$ cat src/rtl/pwr_mode_sequencer.sv
// pwr_mode_sequencer
//   Top-level power-mode FSM for the solar front end. It selects one of five
//   modes (IDLE, BUCK, BOOST, LED, SHED) from the MPPT threshold flags. Flags
//   are only looked at on ADC sample strobes, and a change must persist for
//   DEBOUNCE strobes before it is accepted. Each mode is held for at least
//   MIN_DWELL cycles. While a converter mode is active, a rate-limited
//   mppt_tick is produced.
//
// Ports
//   clk            system clock, posedge
//   rst            synchronous active-high reset
//   sample_valid   one-cycle strobe; flags are valid on this cycle
//   cap_charged    capacitor fully charged
//   cap_over5      capacitor above 5 V
//   PV_power_high  panel power above threshold
//   pwr_low1       low PV power, capacitor below 7 V
//   pwr_low2       low PV power, capacitor below 13 V
//   state_number   current mode: 0 IDLE, 1 BUCK, 2 BOOST, 3 LED, 4 SHED
//   buck_en / boost_en / led_en   one-hot converter enables
//   mppt_tick      one-cycle duty-update enable
//   state_changed  one-cycle pulse when state_number takes a new value
module pwr_mode_sequencer #(
  parameter int DEBOUNCE   = 4,
  parameter int MIN_DWELL  = 1000,
  parameter int UPDATE_DIV = 50
) (
  input  logic       clk,
  input  logic       rst,
  input  logic       sample_valid,
  input  logic       cap_charged,
  input  logic       cap_over5,
  input  logic       PV_power_high,
  input  logic       pwr_low1,
  input  logic       pwr_low2,
  output logic [2:0] state_number,
  output logic       buck_en,
  output logic       boost_en,
  output logic       led_en,
  output logic       mppt_tick,
  output logic       state_changed
);

  localparam logic [2:0] S_IDLE  = 3'd0;
  localparam logic [2:0] S_BUCK  = 3'd1;
  localparam logic [2:0] S_BOOST = 3'd2;
  localparam logic [2:0] S_LED   = 3'd3;
  localparam logic [2:0] S_SHED  = 3'd4;

  localparam logic [7:0]  DEB_MAX   = 8'(DEBOUNCE);
  localparam logic [15:0] DWELL_MAX = 16'(MIN_DWELL);
  localparam logic [15:0] DIV_LAST  = 16'(UPDATE_DIV - 1);

  logic [2:0]  state_q, state_d;
  logic [2:0]  pend_q, pend_d;
  logic [7:0]  deb_cnt_q, deb_cnt_d;
  logic [15:0] dwell_q, dwell_d;
  logic [15:0] div_q, div_d;
  logic        buck_en_q, buck_en_d;
  logic        boost_en_q, boost_en_d;
  logic        led_en_q, led_en_d;
  logic        tick_q, tick_d;
  logic        changed_q, changed_d;

  logic [2:0]  cand;
  logic        illegal, dwell_ok, fire, active;

  // Candidate target: first matching rule wins, otherwise stay put.
  always_comb begin
    cand = state_q;
    case (state_q)
      S_IDLE: begin
        if (cap_charged && !pwr_low2)          cand = S_LED;
        else if (PV_power_high && !cap_over5)  cand = S_BUCK;
        else if (PV_power_high && cap_over5)   cand = S_BOOST;
      end
      S_BUCK: begin
        if (!PV_power_high)  cand = S_IDLE;
        else if (cap_over5)  cand = S_BOOST;
      end
      S_BOOST: begin
        if (!PV_power_high)    cand = S_IDLE;
        else if (cap_charged)  cand = S_LED;
      end
      S_LED:   if (pwr_low1)  cand = S_SHED;
      S_SHED:  if (!pwr_low2) cand = S_IDLE;
      default: cand = S_IDLE;
    endcase
  end

  // Encodings 5..7 are unreachable; recover to IDLE immediately, bypassing
  // debounce and dwell.
  assign illegal  = (state_q > S_SHED);
  assign dwell_ok = (dwell_q == DWELL_MAX);
  // Firing looks at the registered count, so no strobe is needed on the
  // firing cycle itself.
  assign fire     = illegal || ((deb_cnt_q == DEB_MAX) && dwell_ok);
  assign active   = (state_q == S_BUCK) || (state_q == S_BOOST) || (state_q == S_LED);

  always_comb begin
    state_d = state_q;
    if (illegal)   state_d = S_IDLE;
    else if (fire) state_d = pend_q;
  end

  // Debounce: only strobe cycles move the count or the pending target.
  always_comb begin
    deb_cnt_d = deb_cnt_q;
    pend_d    = pend_q;
    if (fire) begin
      deb_cnt_d = 8'd0;
    end else if (sample_valid) begin
      if (cand == state_q) begin
        deb_cnt_d = 8'd0;
      end else if (cand == pend_q) begin
        deb_cnt_d = (deb_cnt_q == DEB_MAX) ? deb_cnt_q : deb_cnt_q + 8'd1;
      end else begin
        pend_d    = cand;
        deb_cnt_d = 8'd1;
      end
    end
  end

  always_comb begin
    dwell_d = dwell_q;
    if (fire)           dwell_d = 16'd0;
    else if (!dwell_ok) dwell_d = dwell_q + 16'd1;
  end

  // Tick is registered from the divider reaching its last value, so the
  // first pulse lands UPDATE_DIV cycles after entering a converter mode.
  always_comb begin
    div_d = 16'd0;
    if (active && !fire) div_d = (div_q == DIV_LAST) ? 16'd0 : div_q + 16'd1;
  end

  always_comb begin
    tick_d     = active && !fire && (div_q == DIV_LAST);
    changed_d  = (state_d != state_q);
    buck_en_d  = (state_d == S_BUCK);
    boost_en_d = (state_d == S_BOOST);
    led_en_d   = (state_d == S_LED);
  end

  always_ff @(posedge clk) begin
    if (rst) begin
      state_q    <= S_IDLE;
      pend_q     <= S_IDLE;
      deb_cnt_q  <= 8'd0;
      dwell_q    <= 16'd0;
      div_q      <= 16'd0;
      buck_en_q  <= 1'b0;
      boost_en_q <= 1'b0;
      led_en_q   <= 1'b0;
      tick_q     <= 1'b0;
      changed_q  <= 1'b0;
    end else begin
      state_q    <= state_d;
      pend_q     <= pend_d;
      deb_cnt_q  <= deb_cnt_d;
      dwell_q    <= dwell_d;
      div_q      <= div_d;
      buck_en_q  <= buck_en_d;
      boost_en_q <= boost_en_d;
      led_en_q   <= led_en_d;
      tick_q     <= tick_d;
      changed_q  <= changed_d;
    end
  end

  assign state_number  = state_q;
  assign buck_en       = buck_en_q;
  assign boost_en      = boost_en_q;
  assign led_en        = led_en_q;
  assign mppt_tick     = tick_q;
  assign state_changed = changed_q;

endmodule

$ cat config.mk
export PLATFORM = sky130hd
export DESIGN_NAME = pwr_mode_sequencer
export DESIGN_NICKNAME = d
export VERILOG_FILES = /design/src/rtl/pwr_mode_sequencer.sv
export SDC_FILE = /design/constraint.sdc
export NUM_CORES = 1
export LEC_CHECK = 0
export BUFFER_PORTS_ARGS = -buffer_cell sky130_fd_sc_hd__clkbuf_2
export CELL_PAD_IN_SITES_DETAIL_PLACEMENT = 0
export CELL_PAD_IN_SITES_GLOBAL_PLACEMENT = 1
export CORE_MARGIN = 2
export CORE_UTILIZATION = 46
export DETAILED_ROUTE_END_ITERATION = 7
export GPL_TIMING_DRIVEN = 0
export PLACE_DENSITY_LB_ADDON = 0.1
export SLEW_MARGIN = 0
export SYNTH_ARGS = -nofsm -noshare
export SYNTH_HDL_FRONTEND = slang
export SYNTH_SLANG_ARGS = --single-unit
$ cat constraint.sdc
create_clock -name clk -period 2.86 [get_ports clk]
set_input_delay 0.286 -clock clk [delete_from_list [all_inputs] [get_ports clk]]
set_output_delay 0.286 -clock clk [all_outputs]
set_load 0.005 [all_outputs]
### Yosys cells after proc, flatten, opt, wreduce, memory -nomap -nowiden

Index checks and enable logic that the tools add are counted.

| cells by class | value |
|---|---|
| bitwise gates (word level) | 4 |
| magnitude comparators | 1 |
| $add $sub $neg | 3 |
| eq/ne operators | 14 |
| mux-type cells | 15 |
| reduce and logical (&&, ||, !) cells | 17 |

Operators with widths:

| kind | number |
|---|---|
| two-way mux 3 bit | 11 |
| adder 16 x 1 -> 16 bit (second input constant) | 2 |
| two-way mux 8 bit | 3 |
| == test 16 x 10 -> 1 bit (second input constant) | 1 |
| == test 16 x 6 -> 1 bit (second input constant) | 1 |
| case mux 3 bit (5 select lines) | 1 |
| == test 3 x 2 -> 1 bit (second input constant) | 4 |
| adder 8 x 1 -> 8 bit (second input constant) | 1 |
| == test 8 x 3 -> 1 bit (second input constant) | 1 |
| == test 3 x 1 -> 1 bit (second input constant) | 2 |
| == test 3 bit | 2 |
| logical AND 1 bit | 6 |
| inverter 1 bit | 4 |
| AND reduction 4 bit | 1 |
| == test 3 bit (second input constant) | 1 |
| > comparator 3 bit (second input constant) | 1 |
| zero test 1 bit | 3 |
| zero test 3 bit | 1 |
| logical OR 1 bit | 3 |
| inequality test 3 bit | 1 |
| inequality test 3 bit (second input constant) | 1 |
| OR reduction 3 bit | 1 |
| AND reduction 2 bit | 1 |
| OR reduction 2 bit | 1 |

| storage, ports and cells | value |
|---|---|
| output and inout port bits | 8 |
| flip-flop bits (word level) | 51 |

### Depth between registers and ports, before layout

Gate-level depths: netlist of the first run.

| logic depth | value |
|---|---|
| depth in word-level cells | 8 |
| depth in mapped cells | 9 |

### Least setup slack after synthesis of the first run

Ideal clock, no wire load.

| timing | value |
|---|---|
| kind | reg2reg |
| from | reg state_q[0] (netlist: state_number[0]) |
| to | reg deb_cnt_q[5] |
| stages on the path, launching flop included | 7 |
| data arrival time | 2.125 ns |
| path buffers | 0 |
| period minus slack after synthesis | 2.218 ns |
| slack | 0.642 ns |
| setup time | 0.093 ns |
| data required time | 2.767 ns |
| cells stage by stage | dfxtp_1 -> or3b_4 -> and3_1 -> a221o_1 -> nor4b_4 -> nand3_4 -> o311ai_2 |

| on the way | value |
|---|---|
| word-level cells in the longest chain between the ends | 7 |
| elaborated cells on any way between the ends | 24 |

RTL lines:

| what | line | RTL |
|---|---|---|
| start, declared | 53 | `logic [2:0] state_q, state_d;` |
| start signal, assigned | 157 | `state_q <= state_d;` |
| two-way mux 3 bit | 74 | `else if (PV_power_high && cap_over5) cand = S_BOOST;` |
| two-way mux 3 bit | 73 | `else if (PV_power_high && !cap_over5) cand = S_BUCK;` |
| two-way mux 3 bit | 72 | `if (cap_charged && !pwr_low2) cand = S_LED;` |
| case mux 3 bit (5 select lines) | 70 | `case (state_q)` |
| == test 3 bit (on tied branches) | 112, 114 |  |
| inequality test 3 bit (no source line) / two-way mux 8 bit (equally long branches) | - |  |
| AND reduction 2 bit (no source line) / two-way mux 8 bit (equally long branches) | - |  |
| end signal, assigned | 159 | `deb_cnt_q <= deb_cnt_d;` |
| end, declared | 55 | `logic [7:0] deb_cnt_q, deb_cnt_d;` |

Several ways; a longest one is shown, not always the timed one.
A chain may end at the register's enable or synchronous reset.

### Final worst setup path of the first run

| timing | value |
|---|---|
| from | reg state_q[1] (netlist: state_number[1]) |
| to | reg deb_cnt_q[6] |

Same word-level chain as after synthesis.

==> impl_results.md, run 1 <==
- Run status: finished clean
- Root Driver: clkbuf_8
- Clock transition at the registers of the reported paths: 0.10 ns
- Cell area power density: 424 nW/µm²
- Register bit total from synthesis: 51
- Overall routing resource usage: 19.0%
- Switching power: 0.314 mW
- Sw frac: 25.2%
- Most frequent cell after synthesis: dfxtp_1
- Post-route setup TNS: 0 ns
- Combinational Power Share: 7.3%
- Maximum clock insertion buffer count: 2
- Proportion of layout cells with a drive suffix above 1: 9.04%
- Number of global-route vias before repair: 2,135
- Crit Path Category: reg2reg
- Clock network power share: 34.2%
- CP endpoint kind: flop
- Antenna violations before repair: 0
- Internal: 0.931 mW
- Area share of the largest cell type after synthesis: 38.0%
- Dominant delay contributor by cell family on the critical path: compound AO/OA/AOI/OAI gates
- Initial core utilization: 48.3%
- Antenna-violating nets left: 0
- First-pass detailed-route iteration total: 4
- Leakage: 1.06 nW
- Max-slew headroom: 49.9%
- Worst min-delay path class: in2reg
- Max VDD drop: 0.000352 V
- Sequential Power Share: 58.4%
- Proportion of register bits with asynchronous set or reset after synthesis: 0%
- Fmax achieved: 394 MHz
- Fin Clk Skew: 0.00812 ns
- Start point of the critical path: state_number[1]
- 1st-iter DRT viols: 114
- Number of different library cells in the post-synthesis netlist: 52
- Post-route DRC: 0
- Hold_buf cts: 0
- Leading post-synthesis cells by cell area: dfxtp_1 38%, xor2_1 6.2%, nor2_1 6.1%
- Placed Cells: 407
- Global-route wire length before repair: 9.80 mm
- Final hold violations: 0
- Number of synthesized flops with an enable pin: 0
- Total setup buffers inserted after CTS: 0
- Worst setup slack after layout: 0.321 ns
- Routability congestion estimate: 0.793
- Layout fillers: 567
- Critical path cell sequence: buf_2, clkbuf_1, a31oi_1, a221o_1, nor4b_4, nand3_4, o311ai_2
- Clock buffer count from CTS: 5
- Total detailed-routing wirelength: 5.45 mm
- P&R area growth vs syn: 9.21%
- Post-detailed-route wirelength per cell: 13.1 µm
- CTS HTree Levels: 2
- HPWL reported at the end of detailed placement: 3.97 mm
- Number of nets at the end of the flow: 356
- Final Instance Count excl. Fillers: 415
- Share of the yosys chip area belonging to registers: 38.0%
- Synthesized instance count: 322
- Dominant register cell in the synthesized netlist: dfxtp_1
- Required time worst endpoint: 3.07 ns
- Clock insertion delay at the later pin of the skew report: 0.30 ns
- Drt via density: 5.42
- Number of clock sinks: 51
- Combined area of all synthesized cells: 2690 µm²
- Data arrival time of the critical path: 2.75 ns
- Yosys warning total: 0
- Most frequent cells after synthesis: 51 x dfxtp_1, 44 x nor2_1, 22 x nand2_1, 19 x xor2_1
- Largest fanout of any net on the critical path: 10
- Row Count: 27
- Number of diodes added for antenna fixing: 0
- # port buffers: 13
- Post-synthesis net count: 336
- Transition at the pin with the smallest max-transition slack: 0.746 ns
- Core Area: 5570 µm²
- Pin count of the biggest net entering global routing: 18
- Number of cells upsized or downsized after cts: 0
- Total congestion overflow: 0
- Crit Reg-Reg Startpoint: state_number[1]
- Finish-stage setup viols: 0
- Final Max Tran Viols: 0
- Worst path slowest cell: nor4b_4
- Area enclosed by the die boundary: 6480 µm²
- Clock tree from TritonCTS: built
- Kind of launch point of the worst setup path: flop
- Number of ports placed on the die boundary: 16
- Dominant cell type by area after synthesis: dfxtp_1
- Total buffers and inverters traversed by the critical path: 2
- Total number of vias: 2,249
- Part of the cycle the worst path needs: 88.8%
- Die width: 80.5 µm
- Max incr delay on CP: 0.55 ns
- Post-layout minimum cycle time: 2.54 ns
- Total of max-cap violations: 0
- Die outline height: 80.5 µm
- RSZ-0062 raised after global routing: no
- Mean Syn Cell Area: 8.35 µm²
- Pre-CTS setup slack: 0.323 ns
- Launch point of the worst hold path: rst
[worst register-to-register path, delay by kind of cell, from the launching register on]
family | cells | cell delay, ns
AO/OA/AOI/OAI | 3 | 0.84
AND/OR/NAND/NOR | 2 | 0.72
buffers and inverters | 2 | 0.55
flip-flops | 1 | 0.33
[stage by stage]
stage,utilization [%],cell area (µm²),total power [mW],hold WS (ns)
2_1_floorplan,-,2690,0.810,0.445
3_3_place_gp,51.0,2850,0.834,0.467
3_5_place_dp,51.0,2850,0.836,0.475
4_1_cts,52.7,2940,1.27,0.400
5_1_grt,52.7,2940,1.32,0.408
6_report,52.7,2940,1.25,0.404
[cell type report]
cell class	count	area, µm²	area share [%]
plain buffers	10	38.8	1.32
clock inverters	3	23.8	0.809
clock buffers	5	68.8	2.34
flip-flops and latches	51	1020	34.8
inverters	14	52.6	1.79
repair buffers	13	65.1	2.21
well taps	72	90.1	3.07
multi-input cells	247	1580	53.7
[routing by layer]
layer	wire (µm)	track usage [%]	part of all wire, %	vias up
met5	0	0	0	-
met4	65	5.59	1.2	0
met3	178	3.71	3.3	5
met2	2290	29.1	42	32
met1	2910	26.9	53	1019
li1	-	-	-	1193
[logic make-up after synthesis]
| logic type | count (synthesis) | share of synthesized area [%] |
|---|---|---|
| compound gates | 56 | 14.5 |
| mux | 1 | 0.372 |
| flops | 51 | 38.0 |
| simple gates | 157 | 32.2 |
| fa+ha+maj | 6 | 2.79 |
| xor+xnor | 27 | 8.79 |
| buf+inv | 24 | 3.40 |
[power groups by stage]
stage / Combinational, mW / Clock [mW] / Sequential, mW
6_report: 0.0911 / 0.427 / 0.728
5_1_grt: 0.104 / 0.488 / 0.730
4_1_cts: 0.0922 / 0.450 / 0.728
3_5_place_dp: 0.0915 / 0 / 0.744
3_3_place_gp: 0.0903 / 0 / 0.744
2_1_floorplan: 0.0694 / 0 / 0.741
[placed cells by master (no fill, tap or decap), types with 3 or more instances in the layout]
cell type / n
nand3_1: 16
clkbuf_2: 13
o21a_1: 3
nor3_1: 8
clkbuf_1: 8
a21oi_1: 16
and2_1: 6
inv_1: 14
ha_1: 6
nor4_1: 5
xnor2_1: 8
nand2_1: 22
a211oi_1: 3
nand2b_1: 7
o21ai_0: 7
and3_1: 10
clkbuf_8: 5
and4_1: 3
nor4bb_1: 3
xor2_1: 19
dfxtp_1: 51
o311ai_2: 3
a31oi_1: 5
nand4_1: 14
nor2_1: 44
[worst paths after layout]
path                   to  slack (ns)  depth (start not counted)
max          deb_cnt_q[6]        0.32                          7
min             pend_q[0]        0.40                          2
max reg2reg  deb_cnt_q[6]        0.32                          7
min reg2reg      div_q[8]        0.49                          2
[flip-flops by register name, indices dropped and copies added (netlist names)]
name           flops
div_q             16
buck_en            1
deb_cnt_q          8
state_changed      1
state_number       3
led_en             1
mppt_tick          1
pend_q             3
boost_en           1
dwell_q           16
No activity file was read; power rests on OpenSTA's default activity.
==> run 2, diff against run 1 <==
--- a/config.mk
+++ b/config.mk
@@ -12,7 +12,7 @@
 export CORE_UTILIZATION = 46
 export DETAILED_ROUTE_END_ITERATION = 7
 export GPL_TIMING_DRIVEN = 0
-export PLACE_DENSITY_LB_ADDON = 0.1
+export PLACE_DENSITY = 0.8
 export SLEW_MARGIN = 0
 export SYNTH_ARGS = -nofsm -noshare
 export SYNTH_HDL_FRONTEND = slang
==> run 2 against run 1 <==
Net effect:
- register-to-register slack lost 0.04 ns
- total power grew 0.77%
- clock power grew 2%
- critical path type unchanged
- sequential cell count is the same
==> impl_results.md, run 2 (synthesized netlist as in run 1, its figures left out) <==
- Run status: finished clean
- Initial core utilization: 48.3%
- Post-route setup TNS: 0 ns
- Pin count of the biggest net entering global routing: 18
- Final Instance Count excl. Fillers: 414
- Worst setup slack after layout: 0.278 ns
- Cell area power density: 427 nW/µm²
- Total congestion overflow: 0
- CP endpoint kind: flop
- Number of ports placed on the die boundary: 16
- Proportion of layout cells with a drive suffix above 1: 9.36%
- Registers with the highest flip-flop counts: div_q: 16 flops, dwell_q: 16 flops, deb_cnt_q: 8 flops
- Placed Cells: 407
- Critical path cell sequence: buf_2, clkbuf_1, a31oi_1, a221o_1, nor4b_4, nand3_4, o311ai_2
- Fraction of the core area covered by cells at the end of the flow: 52.7%
- Clock insertion delay at the later pin of the skew report: 0.32 ns
- Antenna violations before repair: 0
- Drt via density: 5.42
- Area enclosed by the die boundary: 6480 µm²
- Number of diodes added for antenna fixing: 0
- Finish-stage setup viols: 0
- Routability congestion estimate: 0.788
- Required time worst endpoint: 3.08 ns
- Number of clock sinks: 51
- Max-slew headroom: 54.6%
- Crit Path Category: reg2reg
- # port buffers: 13
- Overall routing resource usage: 18.9%
- Clock tree from TritonCTS: built
- Number of cells upsized or downsized after cts: 0
- 1st-iter DRT viols: 91
- Part of the cycle the worst path needs: 90.3%
- Fin Clk Skew: 0.00897 ns
- Root Driver: clkbuf_8
- RSZ-0062 raised after global routing: no
- Total setup buffers inserted after CTS: 0
- Max incr delay on CP: 0.58 ns
- Total number of vias: 2,243
- Most common cell after layout, fill and taps aside: dfxtp_1
- Global-route wire length before repair: 9.76 mm
- Antenna-violating nets left: 0
- First-pass detailed-route iteration total: 4
- Clock buffer count from CTS: 5
- Final Max Tran Viols: 0
- Clock transition at the registers of the reported paths: 0.10 ns
- Largest fanout of any net on the critical path: 10
- Worst min-delay path class: in2reg
- Final hold slack: 0.390 ns
- Die width: 80.5 µm
- Post-detailed-route wirelength per cell: 13.3 µm
- Fmax achieved: 387 MHz
- Post-route DRC: 0
- Core Area: 5570 µm²
- Transition at the pin with the smallest max-transition slack: 0.677 ns
- Row Count: 27
- Final hold violations: 0
- Number of nets at the end of the flow: 355
- Hold_buf cts: 0
- Leakage: 1.06 nW
- Pre-CTS setup slack: 0.300 ns
- P&R area growth vs syn: 9.26%
- Total detailed-routing wirelength: 5.52 mm
- Number of global-route vias before repair: 2,124
- Post-layout minimum cycle time: 2.58 ns
- Data arrival time of the critical path: 2.81 ns
- Kind of launch point of the worst setup path: flop
- Total of max-cap violations: 0
- Top library cells by usage in the layout, fill and taps aside: 51 x dfxtp_1, 44 x nor2_1, 22 x nand2_1, 19 x xor2_1
- Maximum clock insertion buffer count: 2
- HPWL reported at the end of detailed placement: 4.03 mm
- CTS HTree Levels: 2
- Die outline height: 80.5 µm
- Worst path slowest cell: nor4b_4
- Max VDD drop: 0.000260 V
## run 2: power breakdown
part	internal [mW]	switching (mW)
clock network	0.175	0.260
registers	0.718	0.0103
logic	0.0366	0.0551
total	0.930	0.326
## run 2: cell type report
cell class	count	area, µm²
Fill cell	556	2640
Sequential cell	51	1020
Buffer	9	35.0
Tap cell	72	90.1
Multi-Input combinational cell	247	1580
Timing Repair Buffer	13	65.1
Clock buffer	5	68.8
Inverter	14	52.6
Clock inverter	3	25.0
## run 2: metrics by stage
stage                     power, mW  area, µm²
after floorplan               0.810       2690
after global placement        0.834       2850
after detailed placement      0.835       2850
after CTS                      1.27       2940
after global routing           1.31       2940
final                          1.26       2940
## run 2: critical path: cells and delay by family, from the launching register on
family,cells,cell delay [ns]
compound gates,3,0.83
simple gates,2,0.76
buf+inv,2,0.55
flops,1,0.35
## run 2: per-layer routing
metal / part of all wire, % / vias to the layer above / GRT usage (%)
met2: 41 / 24 / 29.3
met4: 1.4 / 0 / 6.10
met3: 3.3 / 8 / 3.93
li1: - / 1193 / -
met5: 0 / - / 0
met1: 55 / 1018 / 26.2
## run 2: worst paths after layout
path / start / endpoint / slack (ns) / cells past startpoint
min reg2reg: div_q[8] / div_q[8] / 0.50 / 2
min: rst / pend_q[0] / 0.39 / 2
max: state_number[1] / deb_cnt_q[6] / 0.28 / 7
max reg2reg: state_number[1] / deb_cnt_q[6] / 0.28 / 7
==> run 3, diff against run 2 <==
--- a/config.mk
+++ b/config.mk
@@ -6,13 +6,12 @@
 export NUM_CORES = 1
 export LEC_CHECK = 0
 export BUFFER_PORTS_ARGS = -buffer_cell sky130_fd_sc_hd__clkbuf_2
-export CELL_PAD_IN_SITES_DETAIL_PLACEMENT = 0
-export CELL_PAD_IN_SITES_GLOBAL_PLACEMENT = 1
 export CORE_MARGIN = 2
-export CORE_UTILIZATION = 46
+export CORE_UTILIZATION = 50
 export DETAILED_ROUTE_END_ITERATION = 7
 export GPL_TIMING_DRIVEN = 0
-export PLACE_DENSITY = 0.8
+export PLACE_DENSITY = 0.69
+export RECOVER_POWER = 50
 export SLEW_MARGIN = 0
 export SYNTH_ARGS = -nofsm -noshare
 export SYNTH_HDL_FRONTEND = slang
==> constraint.sdc (replaced) <==
create_clock -name clk -period 2.86 [get_ports clk]
set_input_delay 0.429 -clock clk [delete_from_list [all_inputs] [get_ports clk]]
set_output_delay 0.429 -clock clk [all_outputs]
set_load 0.005 [all_outputs]
==> run 3 against run 2 <==
Net effect:
- final cell count is 0.48% lower
- die area is 7.6% lower
- routed wire length is 5.2% lower
- utilization grew 5.1 points
- setup slack got worse by 0.090 ns
- clock power increased by 34%
- worst hold slack gained 0.11 ns
- critical endpoint unchanged
- cell area rose by 1.1%
- maximum frequency is 3.4% lower
- register-to-register slack worse by 0.09 ns
==> impl_results.md, run 3 (synthesized netlist as in run 1, its figures left out) <==
- Clock tree from TritonCTS: built
- Total buffers and inverters traversed by the critical path: 2
- Total number of vias: 2,331
- # port buffers: 13
- Initial core utilization: 52.3%
- Drt via density: 5.66
- First-pass detailed-route iteration total: 5
- Cell mode on critical path: clkbuf_1
- Die width: 77.4 µm
- Number of diodes added for antenna fixing: 0
- Leakage: 1.06 nW
- Proportion of layout cells with a drive suffix above 1: 8.19%
- Most common cell after layout, fill and taps aside: dfxtp_1
- Maximum clock insertion buffer count: 2
- Post-layout minimum cycle time: 2.67 ns
- Run status: finished clean
- Final Max Tran Viols: 0
- Number of clock sinks: 51
- Fin Clk Skew: 0.00956 ns
- P&R area growth vs syn: 10.5%
- Core Area: 5140 µm²
- Worst path slowest cell: nor4b_4
- Post-route DRC: 0
- Dominant delay contributor by cell family on the critical path: compound AO/OA/AOI/OAI gates
- Critical path cell sequence: clkbuf_1, clkbuf_1, a31oi_1, a221o_1, nor4b_4, nand3_4, o311ai_2
- Fraction of the core area covered by cells at the end of the flow: 57.8%
- Total power: 1.40 mW
- Worst min-delay path class: reg2reg
- Transition at the pin with the smallest max-transition slack: 0.669 ns
- Max-slew headroom: 55.1%
- Part of the cycle the worst path needs: 93.4%
- CTS HTree Levels: 2
- Cell area power density: 472 nW/µm²
- Fmax achieved: 374 MHz
- Hold_buf cts: 0
- Required time worst endpoint: 3.07 ns
- Largest fanout of any net on the critical path: 10
- Top library cells by usage in the layout, fill and taps aside: 51 x dfxtp_1, 44 x nor2_1, 22 x nand2_1, 19 x xor2_1
- Registers with the highest flip-flop counts: div_q: 16 flops, dwell_q: 16 flops, deb_cnt_q: 8 flops
- Total detailed-routing wirelength: 5.23 mm
- HPWL reported at the end of detailed placement: 3.84 mm
- Kind of launch point of the worst setup path: flop
- Global-route wire length before repair: 9.36 mm
- Number of nets at the end of the flow: 355
- Pin count of the biggest net entering global routing: 17
- Die outline height: 77.4 µm
- Total of max-cap violations: 0
- Max VDD drop: 0.000238 V
- Number of global-route vias before repair: 2,091
- Post-route setup TNS: 0 ns
- Row Count: 26
- Routability congestion estimate: 0.835
- Finish-stage setup viols: 0
- Max incr delay on CP: 0.55 ns
- Clock transition at the registers of the reported paths: 0.09 ns
- Root Driver: clkbuf_8
- RSZ-0062 raised after global routing: no
- Overall routing resource usage: 18.7%
- Final hold violations: 0
- Number of cells upsized or downsized after cts: 0
- Number of ports placed on the die boundary: 16
- Clock insertion delay at the later pin of the skew report: 0.30 ns
- Antenna-violating nets left: 0
- Clock buffer count from CTS: 5
- Antenna violations before repair: 0
- Total setup buffers inserted after CTS: 0
- CP endpoint kind: flop
- Data arrival time of the critical path: 2.88 ns
- Crit Path Category: reg2reg
- Post-detailed-route wirelength per cell: 12.7 µm
- Total congestion overflow: 0
- 1st-iter DRT viols: 122
- Area enclosed by the die boundary: 5980 µm²
run 3: where the power goes:
part | leakage (nW) | total (mW) | switching, mW | internal [mW]
Combinational | 0.587 | 0.0910 | 0.0542 | 0.0368
Clock | 0.0644 | 0.583 | 0.234 | 0.349
Sequential | 0.412 | 0.728 | 0.0106 | 0.717
run 3: final timing paths:
| path | depth (start not counted) | to | start | slack, ns |
|---|---|---|---|---|
| setup / recovery | 7 | deb_cnt_q[6] | state_number[1] | 0.19 |
| hold / removal | 2 | div_q[8] | div_q[8] | 0.50 |
| setup reg to reg | 7 | deb_cnt_q[6] | state_number[1] | 0.19 |
| hold reg to reg | 2 | div_q[8] | div_q[8] | 0.50 |
run 3: worst reg2reg max path: stages, from the launching register on:
cell	delay [ns]
dfxtp_1	0.34
clkbuf_1	0.30
clkbuf_1	0.37
a31oi_1	0.13
a221o_1	0.41
nor4b_4	0.55
nand3_4	0.17
o311ai_2	0.30
run 3: per-layer routing:
metal	global-route usage (%)	vias to the layer above	part of all wire, %	wire [µm]
met3	4.30	7	6.0	314
met5	0	-	0	0
li1	-	1188	-	-
met1	26.6	1077	50	2600
met2	27.9	59	43	2260
met4	6.07	0	1.2	61
run 3: area by class of cell:
class	count	area, µm²
plain buffers	9	33.8
fillers	515	2170
well taps	70	87.6
flip-flops and latches	51	1020
inverters	14	52.6
multi-input cells	247	1580
repair buffers	13	62.6
clock buffers	5	68.8
clock inverters	3	67.6
run 3: per-stage QoR:
step / instance area (µm²) / instances / setup slack [ns] / hold slack, ns
CTS: 2980 / 413 / 0.287 / 0.499
global route: 2970 / 412 / 0.0335 / 0.531
floorplan: 2690 / 322 / 0.545 / 0.445
finish: 2970 / 412 / 0.188 / 0.499
global placement: 2840 / 405 / 0.198 / 0.465
detailed placement: 2840 / 405 / 0.202 / 0.484
